===== src/rtl/tdes_pkg.sv =====
// rtl/tdes_pkg.sv - state type, DES permutation tables and rotation schedules for the TDES key schedule
package tdes_pkg;

  typedef enum logic [1:0] {ST_IDLE, ST_LOAD, ST_ROUND, ST_DONE} state_t;

  // Table entries are DES bit numbers: 1-based, counted from the MSB
  localparam int PC1 [56] = '{
    57, 49, 41, 33, 25, 17,  9,  1, 58, 50, 42, 34, 26, 18,
    10,  2, 59, 51, 43, 35, 27, 19, 11,  3, 60, 52, 44, 36,
    63, 55, 47, 39, 31, 23, 15,  7, 62, 54, 46, 38, 30, 22,
    14,  6, 61, 53, 45, 37, 29, 21, 13,  5, 28, 20, 12,  4};

  localparam int PC2 [48] = '{
    14, 17, 11, 24,  1,  5,  3, 28, 15,  6, 21, 10,
    23, 19, 12,  4, 26,  8, 16,  7, 27, 20, 13,  2,
    41, 52, 31, 37, 47, 55, 30, 40, 51, 45, 33, 48,
    44, 49, 39, 56, 34, 53, 46, 42, 50, 36, 29, 32};

  localparam logic [1:0] S_ROT [16] = '{
    2'd1, 2'd1, 2'd2, 2'd2, 2'd2, 2'd2, 2'd2, 2'd2,
    2'd1, 2'd2, 2'd2, 2'd2, 2'd2, 2'd2, 2'd2, 2'd1};

  // Right-rotation schedule walks the left schedule backwards, so a decrypt pass yields K16..K1
  localparam logic [1:0] R_ROT [16] = '{
    2'd0, 2'd1, 2'd2, 2'd2, 2'd2, 2'd2, 2'd2, 2'd2,
    2'd1, 2'd2, 2'd2, 2'd2, 2'd2, 2'd2, 2'd2, 2'd1};

  function automatic logic [27:0] rot28(input logic [27:0] x, input logic [1:0] n,
                                        input logic right);
    logic [27:0] y;
    case ({right, n})
      3'b001:  y = {x[26:0], x[27]};
      3'b010:  y = {x[25:0], x[27:26]};
      3'b101:  y = {x[0], x[27:1]};
      3'b110:  y = {x[1:0], x[27:2]};
      default: y = x;
    endcase
    return y;
  endfunction

  function automatic logic [55:0] pc1(input logic [63:0] key);
    logic [55:0] cd;
    logic [5:0]  j;
    cd = '0;
    for (j = 6'd0; j < 6'd56; j++) begin
      cd[6'(55 - j)] = key[6'(64 - PC1[j])];
    end
    return cd;
  endfunction

endpackage


===== src/rtl/des_pc2_perm.sv =====
// rtl/des_pc2_perm.sv - combinational PC2 compression of the 56-bit C/D pair into a 48-bit subkey
module des_pc2_perm
  import tdes_pkg::*;
(
  input  logic [55:0] i_cd,
  output logic [47:0] o_subkey
);

  always_comb begin : pc2_map
    logic [5:0] j;
    o_subkey = '0;
    for (j = 6'd0; j < 6'd48; j++) begin
      o_subkey[6'(47 - j)] = i_cd[6'(56 - PC2[j])];
    end
  end

endmodule


===== src/rtl/tdes_key_schedule.sv =====
// rtl/tdes_key_schedule.sv - iterative EDE triple-DES subkey generator, one subkey per handshake
module tdes_key_schedule
  import tdes_pkg::*;
(
  input  logic        HCLK,
  input  logic        HRESET,
  input  logic        enable,
  input  logic        encryption_type,
  input  logic [63:0] key1,
  input  logic [63:0] key2,
  input  logic [63:0] key3,
  input  logic        subkey_ready,
  output logic [47:0] subkey,
  output logic        subkey_valid,
  output logic [3:0]  round_num,
  output logic [1:0]  pass_num,
  output logic        pass_decrypt,
  output logic        busy,
  output logic        done
);

  state_t      r_state;
  logic [63:0] r_key1, r_key2, r_key3;
  logic        r_enc;
  logic [27:0] r_c, r_d;
  logic [3:0]  r_round;
  logic [1:0]  r_pass;
  logic        r_pass_dec, r_valid, r_busy, r_done;

  logic [63:0] w_pass_key;
  logic        w_pass_dec;
  logic [55:0] w_pc1;
  logic [1:0]  w_load_rot, w_next_rot;
  logic [3:0]  w_next_round;
  logic        w_hs;

  // Encrypt walks K1,K2,K3; decrypt walks K3,K2,K1
  always_comb begin
    w_pass_key = r_key2;
    if (r_pass == 2'd0) w_pass_key = r_enc ? r_key1 : r_key3;
    else if (r_pass == 2'd2) w_pass_key = r_enc ? r_key3 : r_key1;
  end

  assign w_pass_dec   = (r_pass == 2'd1) ? r_enc : ~r_enc;
  assign w_pc1        = pc1(w_pass_key);
  assign w_load_rot   = w_pass_dec ? R_ROT[0] : S_ROT[0];
  assign w_next_round = r_round + 4'd1;
  assign w_next_rot   = r_pass_dec ? R_ROT[w_next_round] : S_ROT[w_next_round];
  assign w_hs         = r_valid & subkey_ready;

  always_ff @(posedge HCLK) begin
    if (!HRESET) begin
      r_state    <= ST_IDLE;
      r_key1     <= '0;
      r_key2     <= '0;
      r_key3     <= '0;
      r_enc      <= 1'b0;
      r_c        <= '0;
      r_d        <= '0;
      r_round    <= '0;
      r_pass     <= '0;
      r_pass_dec <= 1'b0;
      r_valid    <= 1'b0;
      r_busy     <= 1'b0;
      r_done     <= 1'b0;
    end else begin
      case (r_state)
        ST_IDLE: if (enable) begin
          r_key1  <= key1;
          r_key2  <= key2;
          r_key3  <= key3;
          r_enc   <= encryption_type;
          r_pass  <= 2'd0;
          r_busy  <= 1'b1;
          r_state <= ST_LOAD;
        end
        ST_LOAD: begin
          r_c        <= rot28(w_pc1[55:28], w_load_rot, w_pass_dec);
          r_d        <= rot28(w_pc1[27:0], w_load_rot, w_pass_dec);
          r_pass_dec <= w_pass_dec;
          r_round    <= 4'd0;
          r_valid    <= 1'b1;
          r_state    <= ST_ROUND;
        end
        ST_ROUND: if (w_hs) begin
          if (r_round != 4'd15) begin
            r_round <= w_next_round;
            r_c     <= rot28(r_c, w_next_rot, r_pass_dec);
            r_d     <= rot28(r_d, w_next_rot, r_pass_dec);
          end else begin
            r_valid <= 1'b0;
            if (r_pass != 2'd2) begin
              r_pass  <= r_pass + 2'd1;
              r_state <= ST_LOAD;
            end else begin
              r_done  <= 1'b1;
              r_state <= ST_DONE;
            end
          end
        end
        ST_DONE: begin
          r_done  <= 1'b0;
          r_busy  <= 1'b0;
          r_state <= ST_IDLE;
        end
        default: r_state <= ST_IDLE;
      endcase
    end
  end

  des_pc2_perm u_pc2 (
    .i_cd     ({r_c, r_d}),
    .o_subkey (subkey)
  );

  assign subkey_valid = r_valid;
  assign round_num    = r_round;
  assign pass_num     = r_pass;
  assign pass_decrypt = r_pass_dec;
  assign busy         = r_busy;
  assign done         = r_done;

endmodule


===== config.mk =====
export PLATFORM = sky130hd
export DESIGN_NAME = tdes_key_schedule
export DESIGN_NICKNAME = d
export VERILOG_FILES = /design/src/rtl/tdes_pkg.sv /design/src/rtl/des_pc2_perm.sv /design/src/rtl/tdes_key_schedule.sv
export SDC_FILE = /design/constraint.sdc
export NUM_CORES = 1
export LEC_CHECK = 0
export BUFFER_PORTS_ARGS = -buffer_cell sky130_fd_sc_hd__buf_4
export CORE_UTILIZATION = 55
export CTS_BUF_LIST = sky130_fd_sc_hd__clkbuf_4 sky130_fd_sc_hd__clkbuf_8
export CTS_CLUSTER_DIAMETER = 30
export DETAILED_ROUTE_END_ITERATION = 7
export PLACE_DENSITY = 0.93
export SLEW_MARGIN = 30
export SYNTH_ARGS = -nofsm -noshare
export SYNTH_HDL_FRONTEND = slang
export SYNTH_HIERARCHICAL = 1
export SYNTH_SLANG_ARGS = --single-unit

===== constraint.sdc =====
create_clock -name HCLK -period 3.7 [get_ports HCLK]
set_input_delay 0.37 -clock HCLK [delete_from_list [all_inputs] [get_ports HCLK]]
set_output_delay 0.37 -clock HCLK [all_outputs]
set_load 0.02 [all_outputs]

# Word-level counts from Yosys, hierarchy flattened
# Memories as Yosys holds them, arrays and structs flattened.
# Cells that the tools add are included.
[op_classes]
n_bitwise = 3
add_sub_neg = 2
n_eq_ne = 22
n_mux = 43
reduce_logical = 14
order_cmp = 1
[op_table]
columns = ["cell", "n"]
rows = [
  ["case mux 28 bit (4 select lines)", 4],
  ["2-to-1 mux 32 bit", 4],
  ["2-to-1 mux 28 bit", 4],
  ["case mux 28 bit (2 select lines)", 2],
  ["2-to-1 mux 2 bit", 13],
  ["inequality test 2 bit, second input constant", 7],
  ["== test 3 bit, second input constant", 4],
  ["AND reduction 3 bit", 3],
  ["2-to-1 mux 1 bit", 8],
  ["2-to-1 mux 4 bit", 2],
  ["case mux 2 bit (4 select lines)", 1],
  ["case mux 4 bit (2 select lines)", 1],
  ["AND reduction 4 bit", 2],
  ["nonzero test 2 bit", 4],
  ["== test 2 bit, second input constant", 3],
  ["== test 3 x 1 -> 1 bit, second input constant", 2],
  ["== test 3 x 2 -> 1 bit, second input constant", 2],
  ["case mux 1 bit (2 select lines)", 3],
  [">= comparator 5 bit, second input constant", 1],
  ["inequality test 5 x 1 -> 1 bit, second input constant", 1],
  ["inverter 4 -> 5 bit", 1],
  ["AND reduction 5 bit", 1],
  ["adder 4 x 1 -> 4 bit, second input constant", 1],
  ["== test 2 x 1 -> 1 bit, second input constant", 2],
  ["other kinds (7)", 9],
]
[totals]
ff_bits = 165
out_inout_bits = 58
romBits = 64
mem_count = 2
[memory_table]
columns = ["name", "words", "width", "rd", "rd_ports_with_merged_regs", "write_ports", "line_no", "text"]
rows = [
  ["(name not given)", 16, 2, 1, 0, 0, "tdes_key_schedule.sv:48", "assign w_next_rot = r_pass_dec ? R_ROT[w_next_round] : S_ROT[w_next_round];"],
  ["(name not given)", 16, 2, 1, 0, 0, "tdes_key_schedule.sv:48", ""],
]

# Depth between registers and ports, before layout
# Gate-level depths: netlist of run 1.
[logic_depth]
depth_word = 11
ltp_mapped = 11
mapped_depth_nobuf = 8

# Cells and area by module
# The synthesis of run 1 kept the hierarchy.
[modules_own_cells]
columns = ["mod", "cells_per_inst", "n_inst", "area_each_um2"]
rows = [
  ["tdes_key_schedule", 1227, 1, 9227.6],
  ["des_pc2_perm", 49, 1, 364.1],
]

# Least setup slack after synthesis of run 1
# No wires, ideal clock.
[synth_path]
path_type = "flip-flop to flip-flop"
from = "register r_round[0] (netlist: round_num[0])"
to = "register r_c[13]"
path_slack_ps = 824
t_required_ps = 3639
period_less_slack_ps = 2876
path_buffers = 2
stages_incl_launch_ff = 10
setup_time_ps = 61
arrival_time_ps = 2815
cell_sequence = "dfxtp_1 inv_1 ha_1 or4_4 and3_1 buf_6 mux2_4 a2111oi_4 buf_6 a32o_1"
[synth_via]
elab_chain_cells = 11
[synth_rtl]
columns = ["item", "line_no", "text"]
rows = [
  ["start, declared", "tdes_key_schedule.sv:26", "logic [3:0] r_round;"],
  ["start signal, assigned", "tdes_key_schedule.sv:87", "r_round <= w_next_round;"],
  ["adder 4 x 1 -> 4 bit", "tdes_key_schedule.sv:47", "assign w_next_round = r_round + 4'd1;"],
  ["inverter 4 -> 5 bit (not written as such)", "tdes_key_schedule.sv:48", ""],
  ["memory (16 x 2 bit)", "n/a", ""],
  ["2-to-1 mux 2 bit (not written as such) (2 in series)", "tdes_key_schedule.sv:48", ""],
  ["2-to-1 mux 2 bit", "tdes_key_schedule.sv:48", ""],
  ["== test 3 bit, or another cell as far along", "tdes_pkg.sv:31", "case ({right, n})"],
  ["case mux 28 bit (4 select lines)", "tdes_pkg.sv:31", ""],
  ["2-to-1 mux 28 bit", "tdes_key_schedule.sv:86", "if (r_round != 4'd15) begin"],
  ["2-to-1 mux 28 bit", "tdes_key_schedule.sv:85", "ST_ROUND: if (w_hs) begin"],
  ["case mux 28 bit (2 select lines)", "tdes_key_schedule.sv:67", "case (r_state)"],
  ["end signal, assigned", "tdes_key_schedule.sv:78", "r_c <= rot28(w_pc1[55:28], w_load_rot, w_pass_dec);"],
  ["end signal, assigned", "tdes_key_schedule.sv:88", "r_c <= rot28(r_c, w_next_rot, r_pass_dec);"],
  ["end, declared", "tdes_key_schedule.sv:25", "logic [27:0] r_c, r_d;"],
]
# Several ways; a longest one is shown, not always the timed one. The select of a mux whose other input is x is not followed.
# A chain may end at the register's enable or synchronous reset.

# Worst setup path in the final report of run 1
[layout_path]
from = "register r_round[0] (netlist: round_num[0])"
to = "register r_c[25]"
# Same word-level chain as after synthesis.

==> results of run 1 <==
==> how the worst max path moves through the flow <==
| stage | start | end |
|---|---|---|
| after floorplan | round_num[0] | r_c[13] |
| after global placement | round_num[0] | r_d[15] |
| after detailed placement | round_num[0] | r_d[4] |
| after CTS | round_num[0] | r_d[4] |
| after global routing | round_num[0] | r_d[25] |
| final | round_num[0] | r_c[25] |
==> Yosys cell counts, drive strengths merged, types with 2 or more instances <==
cell type	number	area (µm²)
nor2b	14	87.6
nor2	12	45.0
and3b	7	61.3
a221oi	39	342
clkbuf	111	417
ha	9	113
a31o	4	35.0
a32oi	29	254
mux2i	2	20.0
nand2	235	882
a21oi	154	771
o211ai	2	15.0
dfxtp	153	3060
o21a	4	30.0
a22o	13	114
o21ai	39	195
nand2b	2	12.5
a32o	29	290
nor3	4	20.0
inv	60	225
a311oi	14	123
o31ai	8	60.1
and2	9	56.3
nand4	23	144
a211oi	9	67.6
o32ai	22	193
nand3b	15	113
a22oi	2	15.0
nand3	19	95.1
and3	38	238
o2bb2ai	6	52.6
o22ai	15	93.8
o41ai	10	87.6
a2111oi	14	141
buf	66	463
a21o	8	60.1
a31oi	37	231
a221o	24	240
==> metal layers <==
metal,up-vias,GRT usage,wire length (µm),part of all wire
met1,4985,0.448,12100,0.36
met3,184,0.126,4450,0.13
met4,0,0.225,2030,0.061
li1,4773,-,-,-
met2,857,0.564,15100,0.45
met5,-,0,0,0
==> flip-flops by register name (all words and copies together) (netlist names), 2 cells and up <==
signal,flops
r_c,28
r_d,28
r_key1,28
r_key2,28
r_key3,28
round_num,4
pass_num,2
r_state,2
==> layout make-up <==
type | count | area, µm² | area share
tap | 220 | 275 | 0.0256
inverter | 61 | 230 | 0.0214
sequential | 153 | 3060 | 0.284
timing repair buffer | 171 | 1280 | 0.119
clock inverter | 11 | 115 | 0.0107
multi-input combinational | 905 | 5540 | 0.514
clock buffer | 20 | 269 | 0.0250
==> cell families (layout without fill, tap and decap cells) <==
family | count (synthesis) | in the layout | synth area share
AO/OA/AOI/OAI | 486 | 486 | 0.360
AND/OR/NAND/NOR | 384 | 384 | 0.188
buffers and inverters | 238 | 263 | 0.116
flip-flops | 153 | 153 | 0.319
adder cells (fa/ha/maj) | 9 | 9 | 0.0117
multiplexers | 3 | 3 | 0.00365
XOR/XNOR | 2 | 2 | 0.00183
other | 1 | 21 | 0.000391
==> worst min-delay path, stage by stage <==
cell and delay (ns):
buf_4 0.11, nand2_1 0.05, a21oi_1 0.05
==> report_power, final <==
group          switching, W  internal, W
clock network      0.000694     0.000582
registers          0.000350      0.00192
logic               0.00204      0.00102
total               0.00308      0.00353
==> layout by cell type, fill, tap and decap left out, drive strengths merged, types with 19 or more instances in the layout <==
cell type  Yosys  routed
o21ai         39      39
clkbuf       111      20
a32o          29      29
inv           60      62
a31oi         37      37
a32oi         29      29
o32ai         22      22
a21oi        154     154
buf           66     171
conb           1      21
dfxtp        153     153
a221o         24      24
nand2        235     235
and3          38      38
nand4         23      23
a221oi        39      39
nand3         19      19
==> per-stage QoR <==
step / total power [W] / cells
final: 0.00661 / 1541
after floorplan: 0.00426 / 1296
after CTS: 0.00642 / 1541
after global routing: 0.00690 / 1541
after global placement: 0.00509 / 1510
after detailed placement: 0.00516 / 1510
==> results.ini, run 1 <==
[job]
drv_cap=0

[timing]
fin_crit_ns=3.38
worst_pin_slew_ns=1.11
relSlewSlack=0.257
rsz0062_at_grt=no
fin_tns_setup_ns=0
finalWorstSetupSlack_ns=0.325
hold_viol_final=0
fin_skew_ns=0.0158
slew_violations=0
period_share=0.912
fmax_mhz=296
final-setup-viol-count=0
hold_ws_ns=0.128

[worst_setup_path]
cpLargestDelayFamily=compound AO/OA/AOI/OAI gates
regToRegEndpoint=r_c[25]
critPathKind=reg2reg
crit_buf_inv=2
crit_path_end_kind=flip-flop
crit_fanout=22
worst-path-stages=9
ff2ff_setup_slack_ns=0.32
slowest_delay_ns=0.89
slowest_stage=nand4_1
cp-start-kind=flip-flop
reg2reg_depth=9
rr_startpoint=round_num[0]
cp.arrival_ns=3.75
crit_chain=inv_1 -> ha_1 -> nor2b_1 -> o211ai_1 -> buf_4 -> nand4_1 -> o21ai_0 -> a21oi_1 -> a221oi_1
worstPathRequired_ns=4.08

[logic_synthesis]
synth_edf_count=0
syn_area_um2=9590
ys.warnings.count=6
netlist-cell-type-count=59
synthCells=1276
async_flop_share=0
ys_seq_elements=153
syn_area_per_cell_um2=7.52
ys_seq_area_frac=0.319
synth_flop_cell=dfxtp_1

[floorplanning]
io_pins=255
core_area_um2=16800
die_x_um=134
rows=47
start_util=0.570
die_area_um2=18000
die_y_um=134

[cts]
clk_latency_ns=0.48
clock_path_buffers=2
post-cts-setup-buffers=0
clock-sinks=153
cts_root_buf=clkbuf_8
clk_pin_slew_worst_paths_ns=0.10
ctsResizeCount=0
ctsHoldBuffers=0
htree_levels=4
cts_tree=done
cts_buffers=17

[drt]
routed-via-count=10799
avgRoutedWirePerCell_um=21.8
drt.antenna.violating_nets=0
drt-total-wl_um=33600
via_per_inst=7.01
firstDrtPassIters=8
drc=3
drt-initial-drc-count=2092

[hold_path]
hold_end=r_key3[10]
hold-path-cell-count=3
min_from=key3[10]
hold_class=in2reg

[finish]
area_growth_pct=12.3
fin_nets=1515
fillers=1455
postLayoutCoreUtil=0.640
layout-drive-gt1-share=0.171
design_area_um2=10800
num_antenna_cells=0

[global_route]
overflow=0
grt_pass1_vias=9882
grt_pass1_wl_um=52300
antenna_found_initial=0
grt_usage=0.370
grt_max_degree=71

[outcome]
outcome=finished with violations
violations=DRC

[pwr]
ir_worst_vdd_mv=0.352
p_leak_nw=3.90
p_per_area_nw_per_um2=614

[placed_design]
placed_area_um2=10400
hpwl_um=22100
io_buffer_count=125
gp_congestion=0.955
place_ws_ns=0.506

No activity file was read; power rests on OpenSTA's default activity.
==> run 2, diff against run 1 <==
Settings changed: MAX_ROUTING_LAYER set to met4.
==> run 2 against run 1 <==
The flow now finishes without violations. Fmax is 1.8% higher. Sequential share of layout area about the same. Combinational power is 1% lower. Total power fell by 0.88%. Global-route usage shrank 0.15 points.
==> results.ini, run 2 (same netlist as run 1, synthesis figures left out) <==
[finish]
design_area_um2=10800  ; about the same
num_antenna_cells=0  ; unchanged
final_common_cell=nand2_1
multi_input_area_um2=5540  ; about the same
layout_common_cells=234 x nand2_1, 170 x buf_4, 153 x a21oi_1, 153 x dfxtp_1, 58 x inv_1
fin_nets=1514  ; -0.066%
instances_no_fill=1541  ; unchanged
postLayoutCoreUtil=0.640  ; about the same
fillers=1463  ; +0.55%
seq_area_um2=3060  ; unchanged
area_growth_pct=12.2  ; about the same
layout-drive-gt1-share=0.170  ; -0.000757

[worst_setup_path]
ff2ff_setup_slack_ns=0.38  ; +0.06 ns
crit_fanout=22  ; unchanged
cp.arrival_ns=3.67  ; -0.08 ns
reg2reg_depth=9  ; unchanged
critPathKind=reg2reg
worstPathRequired_ns=4.06  ; -0.02 ns
cp-start-kind=flip-flop
crit_path_end_kind=flip-flop

[global_route]
antenna_found_initial=0  ; unchanged
grt_usage=0.368  ; -0.00149
grt_pass1_vias=9751  ; -1.3%
overflow=0  ; unchanged
grt_max_degree=64  ; -9.9%
grt_pass1_wl_um=50700  ; -3.1%

[cts]
clock_path_buffers=2  ; unchanged
cts_tree=done
cts_root_buf=clkbuf_8
post-cts-setup-buffers=0  ; unchanged
ctsResizeCount=0  ; unchanged
ctsHoldBuffers=0  ; unchanged
clk_latency_ns=0.48  ; about the same
clk_pin_slew_worst_paths_ns=0.11  ; about the same
cts_buffers=17  ; unchanged
clock-sinks=153  ; unchanged
htree_levels=4  ; unchanged

[drt]
drt-total-wl_um=32400  ; -3.7%
drc=0  ; -3
drt-initial-drc-count=1960  ; -6.3%
routed-via-count=10781  ; -0.17%
drt.antenna.violating_nets=0  ; unchanged
via_per_inst=7.00  ; -0.17%
avgRoutedWirePerCell_um=21.0  ; -3.7%
firstDrtPassIters=7  ; -1

[timing]
hold_viol_final=0  ; unchanged
fin_tns_setup_ns=0  ; unchanged
rsz0062_at_grt=no
slew_violations=0  ; unchanged
fin_skew_ns=0.0198  ; +0.00400 ns
fin_crit_ns=3.32  ; -0.0602 ns
worst_pin_slew_ns=1.02  ; -0.0915 ns
fmax_mhz=302  ; +1.8%
period_share=0.896  ; -0.0163
relSlewSlack=0.318  ; +0.0612
hold_ws_ns=0.123  ; -0.00490 ns
final-setup-viol-count=0  ; unchanged

[floorplanning]
rows=47  ; unchanged
die_y_um=134  ; unchanged
core_area_um2=16800  ; unchanged
start_util=0.570  ; unchanged
die_area_um2=18000  ; unchanged
io_pins=255  ; unchanged
die_x_um=134  ; unchanged

[placed_design]
gp_congestion=0.981  ; +2.8%
io_buffer_count=125  ; unchanged
hpwl_um=21500  ; -2.6%
placed_area_um2=10400  ; about the same
dp_cells=1509  ; -0.066%

[hold_path]
hold_class=in2reg
hold-path-cell-count=3  ; unchanged

[job]
drv_cap=0  ; unchanged

[pwr]
ir_worst_vdd_mv=0.387  ; +9.8%
p_per_area_nw_per_um2=609  ; -0.78%
p_leak_nw=3.90  ; about the same

[outcome]
outcome=finished clean

==> run 2: metrics by stage <==
step / setup slack [ns] / power (W)
6_report: 0.385 / 0.00655
5_1_grt: 0.217 / 0.00687
2_1_floorplan: 0.824 / 0.00426
4_1_cts: 0.501 / 0.00640
3_5_place_dp: 0.635 / 0.00516
3_3_place_gp: 0.695 / 0.00508
==> run 2: power by group <==
part           internal, W  total, W  switching (W)
Sequential         0.00192   0.00226       0.000341
Combinational      0.00101   0.00302        0.00201
Clock             0.000512   0.00126       0.000751
Total              0.00345   0.00655        0.00310
==> run 2: area by class of cell <==
class,count,share of cell area
tap,220,0.0256
clock buffer,18,0.0230
timing repair buffer,170,0.119
inverter,61,0.0214
sequential,153,0.285
clock inverter,14,0.0121
multi-input combinational,905,0.515
==> run 2: per-layer routing <==
metal  vias to the layer above  wire length, µm  GRT usage
met5                         -                0          -
met4                         0             2030      0.211
met3                       197             4280      0.104
met2                       853            14400      0.555
met1                      4952            11600      0.440
li1                       4779                -          -
==> run 2: worst max-delay path: stages (launching register included) <==
cell and delay (ns):
dfxtp_1 0.50, inv_1 0.08, ha_1 0.35, nor2b_1 0.08, o211ai_1 0.23, buf_4 0.28, nand4_1 0.82, o21ai_0 0.51
a21oi_1 0.08, a221oi_1 0.26
==> run 2: path summary, 6_finish.rpt <==
kind / from / endpoint
worst max-delay path: round_num[1] / r_d[11]
worst max register to register: round_num[1] / r_d[11]
worst min-delay path: key1[10] / r_key1[10]
worst min register to register: r_key2[25] / r_key2[25]
==> run 3, diff against run 2 <==
Settings changed: CELL_PAD_IN_SITES_DETAIL_PLACEMENT set to 0, CELL_PAD_IN_SITES_GLOBAL_PLACEMENT set to 1, CORE_UTILIZATION 55 to 39, PLACE_DENSITY 0.93 to 0.92.
==> run 3 against run 2 <==
Critical endpoint is now r_d[13]. First-iteration DRC count down 19%. Sequential share of layout area down 0.49 points. Critical path depth shrank 1. Register-to-register slack improved by 0.15 ns. Global-route usage down 9.8 points. Wire length increased by 4.0%. Worst hold slack better by 0.0028 ns. Non-clock buffer count grew 3. Worst setup slack improved by 0.15 ns. Clock power grew 4%.
==> results.ini, run 3 (same netlist as run 1, synthesis figures left out) <==
[job]
drv_cap=0  ; unchanged

[worst_setup_path]
cp-start-kind=flip-flop
critPathKind=reg2reg
reg2reg_depth=8  ; -1
worstPathRequired_ns=4.12  ; +0.06 ns
cp.arrival_ns=3.59  ; -0.08 ns
regToRegEndpoint=r_d[13]
ff2ff_setup_slack_ns=0.53  ; +0.15 ns
crit_fanout=22  ; unchanged
rr_startpoint=round_num[0]
crit_path_end_kind=flip-flop

[cts]
ctsResizeCount=0  ; unchanged
clk_pin_slew_worst_paths_ns=0.10  ; about the same
ctsHoldBuffers=0  ; unchanged
cts_root_buf=clkbuf_8
clk_latency_ns=0.48  ; about the same
clock-sinks=153  ; unchanged
clock_path_buffers=2  ; unchanged
cts_buffers=17  ; unchanged
post-cts-setup-buffers=0  ; unchanged
htree_levels=4  ; unchanged
cts_tree=done

[floorplanning]
die_y_um=159  ; +18%
die_area_um2=25200  ; +40%
io_pins=255  ; unchanged
start_util=0.396  ; -0.175
core_area_um2=24200  ; +44%
die_x_um=159  ; +18%
rows=57  ; +21%

[drt]
via_per_inst=6.36  ; -9.1%
firstDrtPassIters=6  ; -1
drt-initial-drc-count=1590  ; -19%
drt-total-wl_um=33600  ; +4.0%
avgRoutedWirePerCell_um=20.4  ; -2.8%
drc=0  ; unchanged
drt.antenna.violating_nets=0  ; unchanged
routed-via-count=10477  ; -2.8%

[timing]
fin_crit_ns=3.17  ; -0.149 ns
relSlewSlack=0.449  ; +0.131
worst_pin_slew_ns=0.823  ; -0.196 ns
fin_skew_ns=0.0177  ; -0.00209 ns
hold_viol_final=0  ; unchanged
rsz0062_at_grt=no
fin_tns_setup_ns=0  ; unchanged
fmax_mhz=316  ; +4.7%
slew_violations=0  ; unchanged
period_share=0.856  ; -0.0403
final-setup-viol-count=0  ; unchanged

[pwr]
p_per_area_nw_per_um2=607  ; -0.39%
ir_worst_vdd_mv=0.366  ; -5.6%
p_leak_nw=3.93  ; +0.68%

[placed_design]
gp_congestion=0.986  ; +0.48%
io_buffer_count=125  ; unchanged
hpwl_um=23000  ; +6.6%
placed_area_um2=10600  ; +1.7%

[hold_path]
min_from=key3[4]
hold_end=r_key3[4]
hold-path-cell-count=3  ; unchanged
hold_class=in2reg

[global_route]
overflow=0  ; unchanged
grt_pass1_wl_um=53200  ; +4.9%
grt_pass1_vias=9545  ; -2.1%
antenna_found_initial=0  ; unchanged
grt_max_degree=71  ; +11%
grt_usage=0.270  ; -0.0980

[finish]
layout-drive-gt1-share=0.173  ; +0.00264
final_common_cell=nand2_1
layout_common_cells=234 x nand2_1, 171 x buf_4, 153 x a21oi_1, 153 x dfxtp_1, 58 x inv_1
area_growth_pct=14.2
num_antenna_cells=0  ; unchanged
fin_nets=1517  ; +0.20%
design_area_um2=11000  ; +1.8%

[outcome]
outcome=finished clean

run 3: metal layers:
| metal | vias up | GRT usage | part of all wire |
|---|---|---|---|
| li1 | 4782 | - | - |
| met1 | 4989 | 0.343 | 0.40 |
| met2 | 630 | 0.423 | 0.47 |
| met3 | 76 | 0.0564 | 0.092 |
| met4 | 0 | 0.0953 | 0.032 |
| met5 | - | - | 0 |
run 3: cell type report:
class	instances	area (µm²)
clock inverter	15	160
tap	324	405
inverter	61	230
timing repair buffer	173	1320
sequential	153	3060
clock buffer	17	234
multi-input combinational	905	5530
fill	2473	13300
run 3: critical path: stages (launching register included):
cell and delay (ns):
dfxtp_1 0.48, inv_1 0.10, ha_1 0.35, or4_4 0.52, and3_1 0.31, mux2_4 0.46, a2111oi_4 0.36, buf_4 0.35
a32o_1 0.17
run 3: per-stage QoR:
stage / hold WS, ns / cells / setup slack (ns) / util / total power [W]
CTS: 0.121 / 1648 / 0.483 / 0.451 / 0.00654
global route: 0.118 / 1648 / 0.303 / 0.452 / 0.00700
floorplan: 0.432 / 1296 / 0.824 / - / 0.00426
global placement: 0.445 / 1616 / 0.557 / 0.435 / 0.00519
finish: 0.126 / 1648 / 0.534 / 0.452 / 0.00664
detailed placement: 0.453 / 1616 / 0.471 / 0.435 / 0.00524
run 3: report_power, final:
group	switching (W)	leakage (nW)	internal [W]
registers	0.000336	1.25	0.00192
logic	0.00203	2.48	0.00104
clock network	0.000753	0.197	0.000559
run 3: worst max-delay path by stage:
stage	startpoint	slack, ns	to
after detailed placement	round_num[0]	0.47	r_d[8]
after CTS	round_num[0]	0.48	r_d[8]
after global routing	round_num[1]	0.30	r_c[2]
final	round_num[0]	0.53	r_d[13]
after global placement	round_num[0]	0.56	r_d[16]
after floorplan	round_num[0]	0.82	r_c[13]
